--- src/rtl/reduce_accum.sv ---
// Pipelined adder-tree reduction of NUM_IN masked, sign-extended products,
// followed by a temporal accumulator that emits one sum per acc_len tree results.
module reduce_accum #(
    parameter int NUM_IN        = 8,
    parameter int IN_DATA_TYPE  = 32,
    parameter int OUT_DATA_TYPE = 40,
    parameter int LEN_W         = 16
) (
    input  logic                             clk,
    input  logic                             rst,
    input  logic [NUM_IN-1:0]                i_valid,
    input  logic [NUM_IN*IN_DATA_TYPE-1:0]   i_data,
    input  logic                             i_cfg_valid,
    input  logic [LEN_W-1:0]                 i_acc_len,
    output logic                             o_valid,
    output logic [OUT_DATA_TYPE-1:0]         o_data,
    output logic                             o_busy
);

    localparam int LEVELS = $clog2(NUM_IN);
    localparam int EXT_W  = OUT_DATA_TYPE - IN_DATA_TYPE;

    typedef enum logic {
        IDLE  = 1'b0,
        ACCUM = 1'b1
    } state_t;

    // Masked, sign-extended leaves of the tree.
    logic [OUT_DATA_TYPE-1:0] lane [NUM_IN];

    genvar k;
    generate
        for (k = 0; k < NUM_IN; k++) begin : g_lane
            assign lane[k] = i_valid[k]
                ? {{EXT_W{i_data[k*IN_DATA_TYPE+IN_DATA_TYPE-1]}}, i_data[k*IN_DATA_TYPE +: IN_DATA_TYPE]}
                : '0;
        end
    endgenerate

    // Heap-ordered tree nodes: node 1 is the root, children of n are 2n and 2n+1.
    // Nodes at the same depth share one pipeline stage.
    logic [OUT_DATA_TYPE-1:0] node [1:NUM_IN-1];

    genvar n;
    generate
        for (n = 1; n < NUM_IN; n++) begin : g_node
            if (2 * n >= NUM_IN) begin : g_first
                always_ff @(posedge clk) begin
                    if (rst) node[n] <= '0;
                    else     node[n] <= lane[2*n-NUM_IN] + lane[2*n+1-NUM_IN];
                end
            end else begin : g_inner
                always_ff @(posedge clk) begin
                    if (rst) node[n] <= '0;
                    else     node[n] <= node[2*n] + node[2*n+1];
                end
            end
        end
    endgenerate

    logic [LEVELS-1:0] vld_q;

    always_ff @(posedge clk) begin
        if (rst) begin
            vld_q <= '0;
        end else begin
            vld_q[0] <= |i_valid;
            for (int s = 1; s < LEVELS; s++) begin
                vld_q[s] <= vld_q[s-1];
            end
        end
    end

    logic                     tree_valid;
    logic [OUT_DATA_TYPE-1:0] tree_sum;

    assign tree_valid = vld_q[LEVELS-1];
    assign tree_sum   = node[1];

    state_t                   state_q, state_d;
    logic [OUT_DATA_TYPE-1:0] acc_q, acc_d;
    logic [LEN_W-1:0]         cnt_q, cnt_d;
    logic [LEN_W-1:0]         len_q, len_d;
    logic                     out_valid_d;
    logic [OUT_DATA_TYPE-1:0] out_data_d;

    assign o_busy = (|vld_q) || (state_q == ACCUM);

    always_comb begin
        state_d     = state_q;
        acc_d       = acc_q;
        cnt_d       = cnt_q;
        len_d       = len_q;
        out_valid_d = 1'b0;
        out_data_d  = o_data;

        // Length changes only land between groups, never under a group in flight.
        if (i_cfg_valid && !o_busy && !(|i_valid)) begin
            len_d = (i_acc_len == '0) ? LEN_W'(1) : i_acc_len;
        end

        case (state_q)
            IDLE: begin
                if (tree_valid) begin
                    if (len_q == LEN_W'(1)) begin
                        out_data_d  = tree_sum;
                        out_valid_d = 1'b1;
                    end else begin
                        acc_d   = tree_sum;
                        cnt_d   = LEN_W'(1);
                        state_d = ACCUM;
                    end
                end
            end
            ACCUM: begin
                if (tree_valid) begin
                    if ((cnt_q + LEN_W'(1)) < len_q) begin
                        acc_d = acc_q + tree_sum;
                        cnt_d = cnt_q + LEN_W'(1);
                    end else begin
                        out_data_d  = acc_q + tree_sum;
                        out_valid_d = 1'b1;
                        acc_d       = '0;
                        cnt_d       = '0;
                        state_d     = IDLE;
                    end
                end
            end
            default: state_d = IDLE;
        endcase
    end

    always_ff @(posedge clk) begin
        if (rst) begin
            state_q <= IDLE;
            acc_q   <= '0;
            cnt_q   <= '0;
            len_q   <= LEN_W'(1);
            o_valid <= 1'b0;
            o_data  <= '0;
        end else begin
            state_q <= state_d;
            acc_q   <= acc_d;
            cnt_q   <= cnt_d;
            len_q   <= len_d;
            o_valid <= out_valid_d;
            o_data  <= out_data_d;
        end
    end

endmodule

--- config.mk ---
export PLATFORM = sky130hd
export DESIGN_NAME = reduce_accum
export DESIGN_NICKNAME = d
export VERILOG_FILES = /design/src/rtl/reduce_accum.sv
export SDC_FILE = /design/constraint.sdc
export NUM_CORES = 1
export LEC_CHECK = 0
export CAP_MARGIN = 10
export CORE_ASPECT_RATIO = 1.4
export CORE_MARGIN = 2
export CORE_UTILIZATION = 30
export CTS_CLUSTER_DIAMETER = 150
export DETAILED_ROUTE_END_ITERATION = 12
export PLACE_DENSITY_LB_ADDON = 0.1
export SETUP_SLACK_MARGIN = 0.4
export SYNTH_ARGS = -nofsm -noshare
export SYNTH_HDL_FRONTEND = slang
export SYNTH_SLANG_ARGS = --single-unit
--- constraint.sdc ---
create_clock -name clk -period 4.4 [get_ports clk]
set_input_delay 0.66 -clock clk [delete_from_list [all_inputs] [get_ports clk]]
set_output_delay 0.66 -clock clk [all_outputs]
set_load 0.01 [all_outputs]
==> reports/results.tsv <==
stage	metric	value	unit
outcome	status	complete, no violations	
sta	Setup Skew	0.0152	ns
setup_path	slowest CP cell	fa_1	
power	Leakage	15.1	nW
sta	min Tclk post-route	3.77	ns
setup_path	Crit path largest cell delay	0.46	ns
final_layout	fin util	37.3	%
placement	Final Wtd Congestion	0.878	
placement	detailed placer's ending HPWL	68.9	mm
synthesis	synthesized area per cell	8.16	um^2
clock_tree	clock sinks	397	
synthesis	prevailing post-synth register cell	dfxtp_1	
setup_path	Critical Path, Cell by Cell	clkdlybuf4s50_1 -> and2_1 -> ha_1 -> fa_1 -> a21oi_2 -> o21a_1 -> o22ai_1 -> a221o_1 -> a31oi_1 -> buf_4 -> a311o_1 -> o221a_2 -> nor2_1 -> or4_1 -> a31oi_1	
power	Cell Pwr Density	320	mW/mm^2
final_layout	growth of design area from synthesis to finish	23.0	%
setup_path	CP Class	input pin to register	
die	core area	0.0913	mm^2
synthesis	Post-Syn Instances	3393	
die	Ports	325	
global_route	pin count of the biggest net entering global routing	209	
clock_tree	worst-case clock buffer depth	3	
routing	DR vias	24400	
synthesis	synthesized cell area	0.0277	mm^2
power	Reg power frac	37.9	%
final_layout	FF+latch area	0.00795	mm^2
synthesis	Yosys reg bits	397	
setup_path	Crit. End Element	register	
setup_path	cell mode on critical path	a31oi_1	
die	Die ar.	0.0948	mm^2
final_layout	Final nets	4287	
clock_tree	Worst-path clk slew	0.06	ns
setup_path	r2r setup slk	0.63	ns
setup_path	Buf/Inv on CP	2	
global_route	global-route wire length before repair	134	mm
final_layout	area of the multi-input gates	0.0189	mm^2
placement	placed cell areas	0.0324	mm^2
setup_path	worst-path fanout max	4	
routing	final WL	85.0	mm
clock_tree	CTS tree	yes	
global_route	Total GRT Usage	17.6	%
synthesis	post-synth net total	3984	
sta	FMAX	265	MHz
die	DIE HEIGHT	363	um
sta	final hold vios	0	
routing	vias per std cell	4.94	
sta	final setup fails	0	
final_layout	commonest non-fill, non-tap cell in the layout	dfxtp_1	
global_route	initial antenna violation count	2	
die	FP Rows	131	
worst_hold_path	Hold Path Class	register to register	
flow_run	Max Cap Viol	0	
clock_tree	H-tree levels	2	
routing	DRC viols	0	
die	Die X	261	um
clock_tree	CTS Buf Count	43	
global_route	vias in the first global route	24600	
power	reported net switching power	0.00340	W
power	VDD IR max	0.234	mV
sta	RSZ-0062 raised after global routing	yes	
global_route	total grt overflow	0	
setup_path	Critical Path AT	4.27	ns
synthesis	number of flops mapped to enable cells by yosys	0	
sta	setup_tns	0	ns
clock_tree	Root Buffer	clkbuf_16	
setup_path	Crit path max-delay family	compound AO/OA/AOI/OAI gates	
power	Pwr Total	0.0109	W
routing	routed len/inst	17.2	um
clock_tree	Hold-fix buffers, CTS	0	
final_layout	most frequent cells in the layout	dfxtp_1, nor2_1, clkdlybuf4s50_1	
sta	Slew headroom	30.5	%
sta	crit share post-route	85.8	%
synthesis	Distinct cells, synth	85	
power	clock group share of total power	35.0	%
synthesis	sequential area share after synthesis	28.7	%
final_layout	# fillers	9462	
routing	first-pass detailed-route iteration total	5	
sta	Hold WS	0.456	ns
sta	worst-margin pin slew	1.04	ns
die	Initial Util	30.3	%
synthesis	YS warnings	0	
placement	Port-buffer cells	324	
power	switch share	31.2	%
setup_path	crit start category	input pin	
power	Combinational Power Share	27.0	%
sta	Slew Limit Fails	0	
final_layout	post-route cell area	0.0341	mm^2
clock_tree	Clk Latency, worst-skew pair	0.59	ns
power	Pint	0.00751	W
routing	Antenna Nets Post-Route	0	
routing	1st-iter DRT viols	1059	
synthesis	Post-synth ARST share	0	%
final_layout	layout cells sized above 1	5.66	%
setup_path	CP required	4.90	ns
final timing paths:
path                                              from                      end  cells after the start
worst max register to register   cnt_q[2]$_SDFFE_PP0P_  o_data[33]$_SDFFE_PP0P_                     18
worst min register to register  o_data[2]$_SDFFE_PP0P_   o_data[2]$_SDFFE_PP0P_                      2
worst max-delay path                        i_valid[0]  node[0][194]$_SDFF_PP0_                     15
worst min-delay path            o_data[2]$_SDFFE_PP0P_   o_data[2]$_SDFFE_PP0P_                      2
registers in the layout, summed over array words and instances (netlist names):
name and count:
acc_q 40, cnt_q 16, len_q 16, node 280
o_data 40, o_valid 1, state_q 1, vld_q 3
per-layer routing:
layer	GRT usage (%)	share of wire, %
met1	22.1	45
met2	31.3	49
met3	2.11	3.1
met4	5.06	2.5
met5	0	0
cells in the mapped netlist, types with 6 or more instances:
cell | count | area (um^2)
o31a_1 | 10 | 87.6
nand3_1 | 60 | 300
and3_1 | 36 | 225
a21oi_2 | 6 | 52.6
a21o_1 | 180 | 1350
o21ai_0 | 177 | 886
nor2_1 | 374 | 1400
o211ai_1 | 19 | 143
a21oi_1 | 309 | 1550
a221oi_1 | 9 | 78.8
a21boi_0 | 14 | 105
ha_1 | 300 | 3750
nor3_1 | 50 | 250
a31oi_1 | 36 | 225
o2111ai_1 | 6 | 52.6
and2_1 | 268 | 1680
mux2i_1 | 28 | 280
and4_1 | 8 | 70.1
o31ai_1 | 13 | 97.6
o21bai_1 | 31 | 233
xor2_1 | 105 | 920
or2_2 | 6 | 37.5
a211o_1 | 9 | 78.8
o41ai_1 | 10 | 87.6
a221o_1 | 6 | 60.1
xnor2_1 | 153 | 1340
nor4_1 | 21 | 131
or3_1 | 13 | 81.3
nand2_1 | 188 | 706
o21a_1 | 29 | 218
a211oi_1 | 55 | 413
buf_1 | 13 | 48.8
nand4_1 | 44 | 275
clkbuf_1 | 121 | 454
a2111oi_0 | 9 | 78.8
inv_1 | 81 | 304
o22ai_1 | 6 | 37.5
a41o_1 | 7 | 70.1
dfxtp_1 | 397 | 7950
nor2b_1 | 51 | 319
nand2b_1 | 28 | 175
fa_1 | 8 | 160
nand3b_1 | 10 | 75.1
worst register-to-register path: stages (launching register included):
cell	delay [ns]
dfxtp_1	0.39
nand3_1	0.18
nor2_4	0.18
and3_1	0.26
and3_4	0.25
nand3_1	0.13
xnor2_1	0.22
ha_1	0.28
a21o_1	0.18
a21o_1	0.18
a21oi_1	0.12
o21ai_0	0.09
a21o_1	0.20
and2_2	0.26
o21ai_2	0.19
buf_6	0.18
or3_1	0.12
o21ai_0	0.08
a211oi_1	0.20
timing repair:
item                                    4_1_cts  5_1_grt
pin swaps                                     0        4
setup buffers                                 0        3
gates resized for setup                       7       19
endpoints found under the hold margin         0        0
endpoints found under the setup margin       51       95
per-stage QoR:
stage | setup slack, ns | std cells
after floorplan | 0.575 | 3393
after global placement | -0.0762 | 4845
after detailed placement | -0.100 | 4845
after CTS | 0.380 | 4925
after global routing | 0.381 | 4929
final | 0.626 | 4930
area by class of cell:
class	instances	share of cell area, %
well taps	1197	4.40
flip-flops and latches	397	23.3
clock inverters	22	0.768
clock buffers	58	3.65
inverters	81	0.893
multi-input cells	2774	55.6
diodes	2	0.0147
repair buffers	399	11.3
power by group through the flow:
stage / sequential [W] / clock, W / combinational (W)
after floorplan: 0.00413 / 0 / 0.00199
after global placement: 0.00422 / 0 / 0.00297
after detailed placement: 0.00422 / 0 / 0.00296
after CTS: 0.00414 / 0.00398 / 0.00298
after global routing: 0.00417 / 0.00410 / 0.00330
final: 0.00414 / 0.00382 / 0.00295
cells by family after synthesis:
family / Yosys count / share of synthesized area (%)
simple gates: 1174 / 21.2
compound gates: 1002 / 23.5
flops: 397 / 28.7
fa+ha+maj: 308 / 14.1
xor+xnor: 258 / 8.16
buf+inv: 222 / 3.15
mux: 32 / 1.18
Note: power is estimated with default switching activity, not from simulation.
